--- src/rtl/rally_referee.sv ---
// Point/score referee for the LED tennis game: detects misses and early swings, keeps score, picks the server.
// Optional deuce rule (win by two) is enabled by defining DEUCE_WIN_BY_TWO_EN.
module rally_referee #(
  parameter int unsigned WIN_SCORE  = 7,
  parameter int unsigned POINT_HOLD = 8
) (
  input  logic        clk,
  input  logic        reset,
  input  logic        tick,
  input  logic [15:0] led,
  input  logic        serve_button_player1,
  input  logic        serve_button_player2,
  output logic        ball_enable,
  output logic        ball_load,
  output logic        load_side,
  output logic        server,
  output logic [3:0]  score_p1,
  output logic [3:0]  score_p2,
  output logic        point_p1,
  output logic        point_p2,
  output logic        game_over,
  output logic        winner
);

  typedef enum logic [1:0] {SERVE_WAIT, RALLY, POINT, GAME_OVER} state_t;

  localparam logic [3:0] WIN       = 4'(WIN_SCORE);
  localparam logic [3:0] CAP       = 4'(WIN_SCORE + 1);
  localparam logic [7:0] HOLD_LAST = 8'(POINT_HOLD - 1);

  state_t     state_q, state_d;
  logic [3:0] score1_q, score1_d, score2_q, score2_d;
  logic [7:0] hold_q, hold_d;
  logic       server_q, server_d, load_side_q, load_side_d;
  logic       ball_load_q, ball_load_d, pt1_q, pt1_d, pt2_q, pt2_d;
  logic       winner_q, winner_d, last_end_q, last_end_d;
  logic [1:0] btn_prev_q;

  logic       rise1, rise2, bad1, bad2;
  logic       award1, award2, replay;
  logic [3:0] inc1, inc2;
  logic       tie1, tie2, win1, win2;

  assign rise1 = serve_button_player1 & ~btn_prev_q[1];
  assign rise2 = serve_button_player2 & ~btn_prev_q[0];
  // A swing is only legal while the ball sits on the swinger's end LED.
  assign bad1  = rise1 & ~led[15];
  assign bad2  = rise2 & ~led[0];

  assign inc1 = (score1_q < CAP) ? score1_q + 4'd1 : score1_q;
  assign inc2 = (score2_q < CAP) ? score2_q + 4'd1 : score2_q;

`ifdef DEUCE_WIN_BY_TWO_EN
  assign tie1 = (inc1 == score2_q) && (inc1 >= WIN);
  assign tie2 = (inc2 == score1_q) && (inc2 >= WIN);
  assign win1 = (score1_q >= WIN) && ({1'b0, score1_q} >= {1'b0, score2_q} + 5'd2);
  assign win2 = (score2_q >= WIN) && ({1'b0, score2_q} >= {1'b0, score1_q} + 5'd2);
`else
  assign tie1 = 1'b0;
  assign tie2 = 1'b0;
  assign win1 = (score1_q >= WIN);
  assign win2 = (score2_q >= WIN);
`endif

  always_comb begin
    award1 = 1'b0;
    award2 = 1'b0;
    replay = 1'b0;
    if (led == 16'h0000) begin
      award1 = last_end_q;
      award2 = ~last_end_q;
    end else if (bad1 && bad2) begin
      replay = 1'b1;
    end else if (bad1) begin
      award2 = 1'b1;
    end else if (bad2) begin
      award1 = 1'b1;
    end
  end

  always_comb begin
    state_d     = state_q;
    score1_d    = score1_q;
    score2_d    = score2_q;
    hold_d      = hold_q;
    server_d    = server_q;
    load_side_d = load_side_q;
    ball_load_d = 1'b0;
    pt1_d       = 1'b0;
    pt2_d       = 1'b0;
    winner_d    = winner_q;
    last_end_d  = last_end_q;
    case (state_q)
      SERVE_WAIT: begin
        if (server_q ? rise2 : rise1) state_d = RALLY;
      end
      RALLY: begin
        if (led[15]) last_end_d = 1'b0;
        if (led[0])  last_end_d = 1'b1;
        if (award1 || award2 || replay) begin
          state_d = POINT;
          hold_d  = '0;
        end
        if (award1) begin
          score1_d = tie1 ? WIN - 4'd1 : inc1;
          if (tie1) score2_d = WIN - 4'd1;
          pt1_d    = 1'b1;
          server_d = 1'b1;
        end
        if (award2) begin
          score2_d = tie2 ? WIN - 4'd1 : inc2;
          if (tie2) score1_d = WIN - 4'd1;
          pt2_d    = 1'b1;
          server_d = 1'b0;
        end
      end
      POINT: begin
        if (tick) begin
          if (hold_q == HOLD_LAST) begin
            hold_d = '0;
            if (win1 || win2) begin
              state_d  = GAME_OVER;
              winner_d = ~win1;
            end else begin
              state_d     = SERVE_WAIT;
              ball_load_d = 1'b1;
              load_side_d = server_q;
            end
          end else begin
            hold_d = hold_q + 8'd1;
          end
        end
      end
      GAME_OVER: begin
        if (rise1 || rise2) begin
          score1_d    = '0;
          score2_d    = '0;
          server_d    = 1'b1;
          ball_load_d = 1'b1;
          load_side_d = 1'b1;
          state_d     = SERVE_WAIT;
        end
      end
      default: state_d = SERVE_WAIT;
    endcase
  end

  // Previous button levels reset high so a button held through reset release is not an edge.
  always_ff @(posedge clk or negedge reset) begin
    if (!reset) begin
      state_q     <= SERVE_WAIT;
      score1_q    <= '0;
      score2_q    <= '0;
      hold_q      <= '0;
      server_q    <= 1'b1;
      load_side_q <= 1'b1;
      ball_load_q <= 1'b0;
      pt1_q       <= 1'b0;
      pt2_q       <= 1'b0;
      winner_q    <= 1'b0;
      last_end_q  <= 1'b1;
      btn_prev_q  <= 2'b11;
    end else begin
      state_q     <= state_d;
      score1_q    <= score1_d;
      score2_q    <= score2_d;
      hold_q      <= hold_d;
      server_q    <= server_d;
      load_side_q <= load_side_d;
      ball_load_q <= ball_load_d;
      pt1_q       <= pt1_d;
      pt2_q       <= pt2_d;
      winner_q    <= winner_d;
      last_end_q  <= last_end_d;
      btn_prev_q  <= {serve_button_player1, serve_button_player2};
    end
  end

  assign ball_enable = (state_q == RALLY);
  assign game_over   = (state_q == GAME_OVER);
  assign ball_load   = ball_load_q;
  assign load_side   = load_side_q;
  assign server      = server_q;
  assign score_p1    = score1_q;
  assign score_p2    = score2_q;
  assign point_p1    = pt1_q;
  assign point_p2    = pt2_q;
  assign winner      = winner_q;

endmodule

--- config.mk ---
export PLATFORM = sky130hd
export DESIGN_NAME = rally_referee
export DESIGN_NICKNAME = d
export VERILOG_FILES = /design/src/rtl/rally_referee.sv
export SDC_FILE = /design/constraint.sdc
export NUM_CORES = 1
export LEC_CHECK = 0
export BUFFER_PORTS_ARGS = -buffer_cell sky130_fd_sc_hd__buf_2
export CAP_MARGIN = 25
export CORE_MARGIN = 2
export CORE_UTILIZATION = 45
export DETAILED_ROUTE_END_ITERATION = 16
export GPL_ROUTABILITY_DRIVEN = 0
export PLACE_DENSITY = 0.69
export SLEW_MARGIN = 20
export SYNTH_ARGS = -nofsm -noshare
export SYNTH_HDL_FRONTEND = slang
export SYNTH_SLANG_ARGS = --single-unit
--- constraint.sdc ---
create_clock -name clk -period 2.6 [get_ports clk]
set_clock_uncertainty 0.05 [all_clocks]
set_input_delay 0.13 -clock clk [delete_from_list [all_inputs] [get_ports clk]]
set_output_delay 0.13 -clock clk [all_outputs]
set_load 0.03 [all_outputs]
==> metrics <==
Setup TNS=0 ns; final setup violation count=0; DR WL/cell=13.0 um; combinational power share=0.424; ANT cells=0; area grow syn2layout=17.7%; total global routing track utilization=0.189; CP Capture Point=hold_q[6]$_DFFE_PN0P_; initial antenna violation count=0; Setup CP Type=flop to flop; Design Area, Final=1780 sq um; P_int=0.000844 W; share of cells above drive strength 1=0.297; root buffer cell=clkbuf_4; asr flop ratio synth=1.00; # fillers=301; Initial Util=0.461; fmax=0.471 GHz; setup bufs post-CTS=0; met3 usage=0.0290; slowest stage delay, CP=0.52 ns; Flop pwr share=0.452; CP Data Required Time=2.83 ns; Routed WL=3.12 mm; area post-placement=1720 sq um; vias post-DR=1311; DR iter-0 viols=67; busiest grt layer=met2; Net Sw Frac=0.422; Post-Syn Instances=155; post-layout minimum cycle time=2.12 ns; Hold WS=0.0477 ns; GR Util met2=0.290; crit-path max FO=10; DRC Markers=0; status=complete, no violations; CTS Sinks=27; PwrDens=820 nW/um^2; largest net degree at the start of global routing=28; clock share of power=0.124; RSZ-0062 raised after global routing=false; Tcrit/Tclk final=0.816; sequential area share after synthesis=0.451; worst-margin pin slew=0.583 ns; antenna viol nets, final=0; DIE WIDTH=62.0 um; clock latency on the worst-skew pair=0.33 ns; CP Cell Sequence=nand2b_1, inv_1, a211oi_1, or4b_1, nand2_1; worst setup path start=state_q[1]$_DFFE_PN0P_; top cell type by total area after synthesis=dfrtp_1; clock buffer depth=2; Final nets=220; leakage=0.852 nW; Worst-path clk slew=0.15 ns; worst r2r src=state_q[1]$_DFFE_PN0P_; Max-Cap Viols=0; synth unique cells=45; Worst path depth=5; Slew HR=0.611; GRT overflow=0; TritonRoute pass-1 iters=4; first-pass GRT wire length=5.38 mm; area share of the largest cell type after synthesis=0.364; Yosys Warn Count=0; Post-synth EDFFs=0; Core ar.=3280 sq um; post-synthesis average cell area=9.76 sq um; Buf+Inv Stages, Crit Path=1; capture point of the worst reg-to-reg path=hold_q[6]$_DFFE_PN0P_; Sw Pwr=0.000617 W; Critical Path AT=2.35 ns; r2r worst-path depth=5; I/O Buffers=36; H-tree depth=1; worst hold start=led[0]; Hold/Removal Path Class=input pin to flop; vias in the first global route=1228; met1 Track Usage GR=0.273; Largest delay share family, worst path=simple AND/OR/NAND/NOR gates; commonest non-fill, non-tap cell in the layout=buf_2; Max rail drop VDD=360 uV; TritonCTS clock tree=built; syn_nets=179; CTS buffer count=3; cell area after synthesis=1510 sq um; R2R setup slack=0.48 ns; Worst setup EP type=flop; Slew Limit Fails=0; DIE HEIGHT=62.0 um; Fin. Hold Viols=0; Cell Rows=21; Synth area leaders=dfrtp_1, dfstp_2, nand2_1; top_reg_cell synth=dfrtp_1; HPWL Detailed=2.48 mm; crit path launch type=flop; die area=3840 sq um; num ports=37; Slowest cell on crit path=dfrtp_1; vias per cell=5.44; most frequent cells in the layout=buf_2, nand2_1, dfrtp_1; Synth Register Bits=27
[through the flow]
step | utilization | instances | power, W | setup slack, ns
2_1_floorplan | - | 155 | 0.00113 | 0.739
3_3_place_gp | 0.525 | 234 | 0.00127 | 0.590
3_5_place_dp | 0.525 | 234 | 0.00129 | 0.520
4_1_cts | 0.542 | 241 | 0.00147 | 0.492
5_1_grt | 0.542 | 241 | 0.00158 | 0.220
6_report | 0.542 | 241 | 0.00146 | 0.478
[how the worst min path moves through the flow]
stage | endpoint | slack [ns] | cells after the start
4_1_cts | last_end_q$_DFFE_PN1P_ | 0.04 | 2
3_5_place_dp | point_p2$_DFF_PN0_ | 0.12 | 1
2_1_floorplan | ball_load$_DFF_PN0_ | -0.22 | 0
5_1_grt | last_end_q$_DFFE_PN1P_ | 0.05 | 2
6_report | last_end_q$_DFFE_PN1P_ | 0.05 | 2
3_3_place_gp | point_p2$_DFF_PN0_ | 0.12 | 1
[worst register-to-register path: stages, from the launching register on]
cell,delay [ns]
dfrtp_1,0.52
nand2b_1,0.35
inv_1,0.19
a211oi_1,0.42
or4b_1,0.47
nand2_1,0.07
[metal layers]
| layer | wire [um] | vias up |
|---|---|---|
| li1 | - | 646 |
| met1 | 1420 | 614 |
| met2 | 1470 | 45 |
| met3 | 187 | 6 |
| met4 | 43 | 0 |
| met5 | 0 | - |
[Yosys cell counts (2+ instances only)]
library cell,instances
nor4_1,7
o21ai_2,2
xor2_1,2
nand3_1,6
o211ai_1,4
nor3_1,3
nor2_1,9
and3_1,2
o21ai_0,8
dfrtp_1,22
or4_4,2
mux2_2,3
inv_1,7
ha_1,3
nand2_1,22
nor3b_1,2
or3_1,2
or2b_2,2
nand2b_1,3
mux2i_1,6
dfstp_2,5
buf_4,2
a21oi_1,7
o21a_1,3
[flip-flops by register name, summed over array words and instances (netlist names), 2 cells and up]
name / count
btn_prev_q: 2
score_p1: 4
score_p2: 4
state_q: 2
hold_q: 8
[power groups by stage]
| stage | logic (W) | clock network, W | registers, W |
|---|---|---|---|
| 6_report | 0.000619 | 0.000181 | 0.000661 |
| 5_1_grt | 0.000699 | 0.000200 | 0.000683 |
| 4_1_cts | 0.000626 | 0.000187 | 0.000661 |
| 3_5_place_dp | 0.000621 | 0 | 0.000670 |
| 3_3_place_gp | 0.000611 | 0 | 0.000659 |
| 2_1_floorplan | 0.000397 | 0 | 0.000738 |
[kinds of logic (layout without fill, tap and decap cells)]
group                    Yosys count  in the layout  share of synthesized area
adder cells (fa/ha/maj)            3              3                     0.0248
AND/OR/NAND/NOR                   69             69                      0.249
buffers and inverters             10             50                     0.0347
XOR/XNOR                           2              2                     0.0116
multiplexers                      10             10                     0.0769
flip-flops                        27             27                      0.451
AO/OA/AOI/OAI                     34             34                      0.152
[repair_timing]
item / 4_1_cts / 5_1_grt
resized for setup: 0 / 0
hold endpoints to repair: 24 / 0
setup endpoints to repair: 0 / 0
hold buffers: 3 / 0
[layout make-up]
type / instances / area (sq um) / share of cell area
timing repair buffer: 39 / 210 / 0.118
sequential: 27 / 682 / 0.383
clock buffer: 4 / 26.3 / 0.0148
multi-input combinational: 118 / 778 / 0.437
tap: 46 / 57.6 / 0.0323
inverter: 7 / 26.3 / 0.0148
(Power assumes the default switching activity.)
